### config.mk
export PLATFORM = sky130hd
export DESIGN_NAME = tenmhz_clock_recovery
export DESIGN_NICKNAME = d
export VERILOG_FILES = /design/src/rtl/tenmhz_clock_recovery_pkg.sv /design/src/rtl/tenmhz_clock_recovery_edge_sync_detect.sv /design/src/rtl/tenmhz_clock_recovery.sv
export SDC_FILE = /design/constraint.sdc
export NUM_CORES = 1
export LEC_CHECK = 0
export CAP_MARGIN = 25
export CELL_PAD_IN_SITES_DETAIL_PLACEMENT = 1
export CELL_PAD_IN_SITES_GLOBAL_PLACEMENT = 1
export CORE_UTILIZATION = 45
export DETAILED_ROUTE_END_ITERATION = 8
export HOLD_SLACK_MARGIN = 0.08
export PLACE_DENSITY = 0.92
export SETUP_SLACK_MARGIN = 0.1
export SYNTH_ARGS = -nofsm -noshare
export SYNTH_HDL_FRONTEND = slang
export SYNTH_SLANG_ARGS = --single-unit
### constraint.sdc
create_clock -name FiftyMHz_ref_clock -period 3.9 [get_ports FiftyMHz_ref_clock]
set_clock_uncertainty 0.1 [all_clocks]
set_input_delay 0.39 -clock FiftyMHz_ref_clock [delete_from_list [all_inputs] [get_ports FiftyMHz_ref_clock]]
set_output_delay 0.39 -clock FiftyMHz_ref_clock [all_outputs]
set_load 0.02 [all_outputs]
### src/rtl/tenmhz_clock_recovery_pkg.sv
// Shared types and default constants for the 10 MHz link clock recovery block.
// The state encoding and the period window check are also used by the top-level FSM.
package tenmhz_clock_recovery_pkg;

   typedef enum logic [1:0] {
      StSearch  = 2'd0,
      StAcquire = 2'd1,
      StLocked  = 2'd2,
      StLost    = 2'd3
   } recoveryState_t;

   localparam int unsigned DefNominalPeriod = 5;
   localparam int unsigned DefTolerance     = 1;
   localparam int unsigned DefLockCount     = 8;
   localparam int unsigned DefTimeout       = 16;

   // Rewritten as period+tol >= nominal so the lower bound cannot underflow.
   function automatic logic isGood(input int unsigned period,
                                   input int unsigned nominal,
                                   input int unsigned tol);
      return ((period + tol) >= nominal) && (period <= (nominal + tol));
   endfunction

endpackage

### src/rtl/tenmhz_clock_recovery_edge_sync_detect.sv
// Two-flop synchronizer for the partner board's 10 MHz clock, followed by a registered
// rising-edge detector. The output rise is a one-cycle pulse in the local domain.
module tenmhz_clock_recovery_edge_sync_detect
   import tenmhz_clock_recovery_pkg::*;
(
   input  logic clk,
   input  logic reset,
   input  logic asyncIn,
   output logic rise
);

   logic syncS1Q;
   logic syncS2Q;
   logic prevQ;
   logic riseQ;

   always_ff @(posedge clk or posedge reset) begin
      if (reset) begin
         syncS1Q <= 1'b0;
         syncS2Q <= 1'b0;
         prevQ   <= 1'b0;
         riseQ   <= 1'b0;
      end else begin
         syncS1Q <= asyncIn;
         syncS2Q <= syncS1Q;
         prevQ   <= syncS2Q;
         riseQ   <= syncS2Q & ~prevQ;
      end
   end

   assign rise = riseQ;

endmodule

### src/rtl/tenmhz_clock_recovery.sv
// Recovers the partner board's 10 MHz link clock: edge strobes, period measurement,
// lock tracking and a sticky loss-of-clock flag for the downstream DDS link logic.
module tenmhz_clock_recovery
   import tenmhz_clock_recovery_pkg::*;
#(
   parameter int unsigned NOMINAL_PERIOD = DefNominalPeriod,
   parameter int unsigned TOLERANCE      = DefTolerance,
   parameter int unsigned LOCK_COUNT     = DefLockCount,
   parameter int unsigned TIMEOUT        = DefTimeout,
   parameter int unsigned CNT_W          = 5
) (
   input  logic             FiftyMHz_ref_clock,
   input  logic             reset,
   input  logic             TenMHz_in,
   input  logic             clear_loss,
   output logic             edge_strobe,
   output logic [CNT_W-1:0] period_out,
   output logic             locked,
   output logic             loss_of_clock,
   output logic [3:0]       good_cnt
);

   localparam logic [CNT_W-1:0] CntMax     = '1;
   localparam logic [CNT_W-1:0] CntOne     = CNT_W'(1);
   localparam logic [CNT_W-1:0] TimeoutCnt = CNT_W'(TIMEOUT);
   localparam logic [3:0]       LockCnt    = 4'(LOCK_COUNT);

   logic rise;

   recoveryState_t   stateQ, stateD;
   logic [CNT_W-1:0] cntQ, cntD;
   logic [CNT_W-1:0] periodQ, periodD;
   logic [3:0]       goodQ, goodD;
   logic [3:0]       goodInc;
   logic             badQ, badD;
   logic             lossQ, lossD;
   logic             strobeQ;
   logic             periodGood;
   logic             timedOut;

   tenmhz_clock_recovery_edge_sync_detect uEdgeSync (
      .clk     (FiftyMHz_ref_clock),
      .reset   (reset),
      .asyncIn (TenMHz_in),
      .rise    (rise)
   );

   // cnt holds the cycles since the previous rise, i.e. the period being closed by this rise.
   assign periodGood = isGood(32'(cntQ), NOMINAL_PERIOD, TOLERANCE);
   assign timedOut   = (cntQ > TimeoutCnt);
   assign goodInc    = (goodQ < LockCnt) ? (goodQ + 4'd1) : goodQ;

   always_comb begin
      stateD  = stateQ;
      cntD    = cntQ;
      periodD = periodQ;
      goodD   = goodQ;
      badD    = badQ;
      lossD   = lossQ;

      if (rise) begin
         cntD = CntOne;
      end else if (cntQ != CntMax) begin
         cntD = cntQ + 1'b1;
      end

      // The first rise out of SEARCH has no previous edge to measure against.
      if (rise && (stateQ != StSearch)) begin
         periodD = cntQ;
      end

      if (clear_loss) begin
         lossD = 1'b0;
      end

      unique case (stateQ)
         StSearch: begin
            if (rise) begin
               stateD = StAcquire;
               goodD  = '0;
            end
         end

         StAcquire: begin
            if (rise) begin
               if (periodGood) begin
                  goodD = goodInc;
                  if (goodInc == LockCnt) begin
                     stateD = StLocked;
                     badD   = 1'b0;
                  end
               end else begin
                  goodD = '0;
               end
            end else if (timedOut) begin
               stateD = StSearch;
            end
         end

         StLocked: begin
            if (rise) begin
               if (periodGood) begin
                  badD  = 1'b0;
                  goodD = goodInc;
               end else if (badQ) begin
                  stateD = StAcquire;
                  goodD  = '0;
                  badD   = 1'b0;
               end else begin
                  badD = 1'b1;
               end
            end else if (timedOut) begin
               // Set overrides a simultaneous clear_loss.
               stateD = StLost;
               lossD  = 1'b1;
               badD   = 1'b0;
            end
         end

         StLost: begin
            if (rise) begin
               stateD = StAcquire;
               goodD  = '0;
            end
         end

         default: begin
            stateD = StSearch;
         end
      endcase
   end

   always_ff @(posedge FiftyMHz_ref_clock or posedge reset) begin
      if (reset) begin
         stateQ  <= StSearch;
         cntQ    <= '0;
         periodQ <= '0;
         goodQ   <= '0;
         badQ    <= 1'b0;
         lossQ   <= 1'b0;
         strobeQ <= 1'b0;
      end else begin
         stateQ  <= stateD;
         cntQ    <= cntD;
         periodQ <= periodD;
         goodQ   <= goodD;
         badQ    <= badD;
         lossQ   <= lossD;
         strobeQ <= rise;
      end
   end

   assign edge_strobe   = strobeQ;
   assign period_out    = periodQ;
   assign locked        = (stateQ == StLocked);
   assign loss_of_clock = lossQ;
   assign good_cnt      = goodQ;

endmodule

==> results.md <==
* Post-route setup TNS at 0 ns
* Crit path max fanout at 10
* Starting Density at 0.479
* Post-synthesis mux area share at 0.0407
* Clock Latency Late Sink at 0.32 ns
* Number of synthesis warnings at 0
* Clk pin slew, worst setup/hold paths at 0.13 ns
* GPL Wtd Cong at 0.837
* CTS Buf Count at 3
* Number of synthesized flops with an enable pin at 0
* Largest net degree at the start of global routing at 24
* Async set-reset flop share out of synthesis at 1.00
* Layout Area Growth over Synthesis at 13.4%
* Tmin final at 2.69 ns
* Primary FF master, synth: dfrtp_1
* # rows at 19
* CP Buf/Inv Count at 0
* Top cells by count, synth: dfrtp_1 (23), nand2_1 (13), inv_1 (9)
* Hold crit path type: flip-flop to flip-flop
* Post-synthesis sequential area ratio at 0.436
* Worst path arrival time at 2.82 ns
* Via count at 1019
* Layout cells sized above 1 at 0.120
* Core box area at 2760 um2
* Unrepaired setup endpoints after global routing: no
* Drt initial violations at 18
* H-tree depth at 1
* Final Cycle Share at 0.690
* Endpoints failing setup at 0
* Power consumption at 0.868 mW
* Overflow after GRT at 0
* Hold_buf cts at 0
* CP max stage cell: dfrtp_1
* Worst Tran Pin Value at 0.893 ns
* Max-cap violations at 0
* Synth Net Count at 141
* Synth Cell Area at 1320 um2
* Die height at 56.2 um
* VDD IR max at 0.322 mV
* Number of global-route vias before repair at 1058
* Fmax at 372 MHz
* WP data required at 4.03 ns
* Largest family of logic cells by synthesized area: compound AO/OA/AOI/OAI gates
* Top-area cell type share of the netlist area at 0.436
* CTS tree: built
* IO buf count at 15
* Largest stage delay, worst path at 0.59 ns
* Post-route cell area at 1500 um2
* Cell Chain, Critical Path: ha_1 -> and3_1 -> ha_1 -> a2111oi_2 -> o21ai_0 -> o221a_2 -> o211ai_1
* Dpl cell area at 1470 um2
* Post-CTS Setup Bufs at 0
* Detail Route Antenna Nets at 0
* Die Wd at 56.2 um
* XOR/XNOR Fraction of Synth Area at 0.0199
* Flops & latches, synth at 23
* Total GRT Usage at 0.216
* Diode count at 0
* # DRC at 0
* Top Ports at 16
* Initial antenna violation count at 0
* Maximum clock insertion buffer count at 2
* P_leak at 0.658 nW
* Worst setup SP type: flip-flop
* Synth area leader: dfrtp_1
* Crit path max-delay family: compound AO/OA/AOI/OAI gates
* Adder-cell share of the synthesized area at 0.0758
* Pre-antenna DRT Iters at 6
* Complex-gate fraction of the synthesized area at 0.201
* Worst slew margin at 0.404
* Avg WL per Cell at 17.6 um
* Synth cell types at 42
* Vias/cell at 5.89
* Fillers at 319
* # resized after CTS at 0
* Hold Violations, Final at 0
* Largest cells by area after synthesis: dfrtp_1 (44%), ha_1 (7.6%), nand2_1 (3.7%)
* Simple-gate share of the synthesized area at 0.171
* Final wirelength at 3.05 mm
* Worst setup EP type: flip-flop
* Final #Nets at 155
* Synthesized instance count at 129
* Crit Path Category: flip-flop to flip-flop
* Root buffer cell: clkbuf_4
* Clk sink count at 23
* First-pass GRT wire length at 5.18 mm
* Most frequent CP cell: ha_1
* Syn Area/Cell at 10.2 um2
* Pwr dens at 579 nW/um2
* Outcome: completed
* Die Area at 3160 um2
* Detailed Place HPWL at 2.29 mm
* R2r setup slk at 1.21 ns
* Final Slew Violations at 0
* Most frequent cell after synthesis: dfrtp_1
==> metrics by stage <==
| stage | utilization | setup WS (ns) | cells | hold slack [ns] |
|---|---|---|---|---|
| after floorplan | - | 1.74 | 129 | 0.231 |
| after global placement | 0.533 | 1.52 | 169 | 0.249 |
| after detailed placement | 0.533 | 1.25 | 169 | 0.243 |
| after CTS | 0.543 | 1.19 | 173 | 0.282 |
| after global routing | 0.543 | 1.07 | 173 | 0.293 |
| final | 0.543 | 1.21 | 173 | 0.279 |
==> metal layers <==
layer	vias up	wire length, um	share of wire	GRT usage
met5	-	0	0	0
met4	0	34	0.011	0.0627
met3	5	94	0.031	0.0326
met2	24	1600	0.53	0.391
met1	508	1320	0.43	0.263
li1	482	-	-	-
==> sequential cells by signal (all words and copies together), names as in the netlist, 2 cells and up <==
name / count
good_cnt: 4
stateQ: 2
period_out: 5
cntQ: 5
==> report_power, final <==
group	total (mW)	switching, mW	internal (mW)	leakage, nW
logic	0.383	0.210	0.173	0.341
registers	0.371	0.0832	0.287	0.298
clock network	0.114	0.0755	0.0384	0.0177
==> cell type report <==
type,count,area [um2],share of cell area
clock buffers,3,22.5,0.0150
repair buffers,15,150,0.100
multi-input cells,91,672,0.449
flip-flops and latches,23,576,0.384
clock inverters,1,5.00,0.00334
well taps,31,38.8,0.0259
inverters,9,33.8,0.0226
==> kinds of logic after synthesis <==
group                      count (synthesis)
buffers and inverters                     15
DFF                                       23
AOI/OAI and AO/OA                         32
xor gates and xnor gates                   3
adders and majority gates                  8
muxes                                      5
and+or+nand+nor                           43
==> layout by cell type (no fill, tap or decap), types with 3 or more instances in the layout <==
master,n
nand2b_1,4
o21ai_0,5
a21o_1,3
dfrtp_1,23
o211ai_1,4
clkbuf_4,3
ha_1,8
nand2_1,13
a21oi_1,5
clkdlybuf4s50_1,15
inv_1,9
mux2_2,3
nor2_1,8
==> worst paths after layout <==
path,start,endpoint,depth (start not counted)
hold / removal,uEdgeSync.syncS1Q$_DFF_PP0_,uEdgeSync.syncS2Q$_DFF_PP0_,0
min in group asynchronous,reset,uEdgeSync.syncS1Q$_DFF_PP0_,2
hold reg to reg,uEdgeSync.syncS1Q$_DFF_PP0_,uEdgeSync.syncS2Q$_DFF_PP0_,0
setup / recovery,cntQ[1]$_DFFE_PP0P_,stateQ[0]$_DFFE_PP0P_,7
setup reg to reg,cntQ[1]$_DFFE_PP0P_,stateQ[0]$_DFFE_PP0P_,7
max in group asynchronous,reset,cntQ[0]$_DFFE_PP0P_,2
Power figures use the tool's default switching activity.
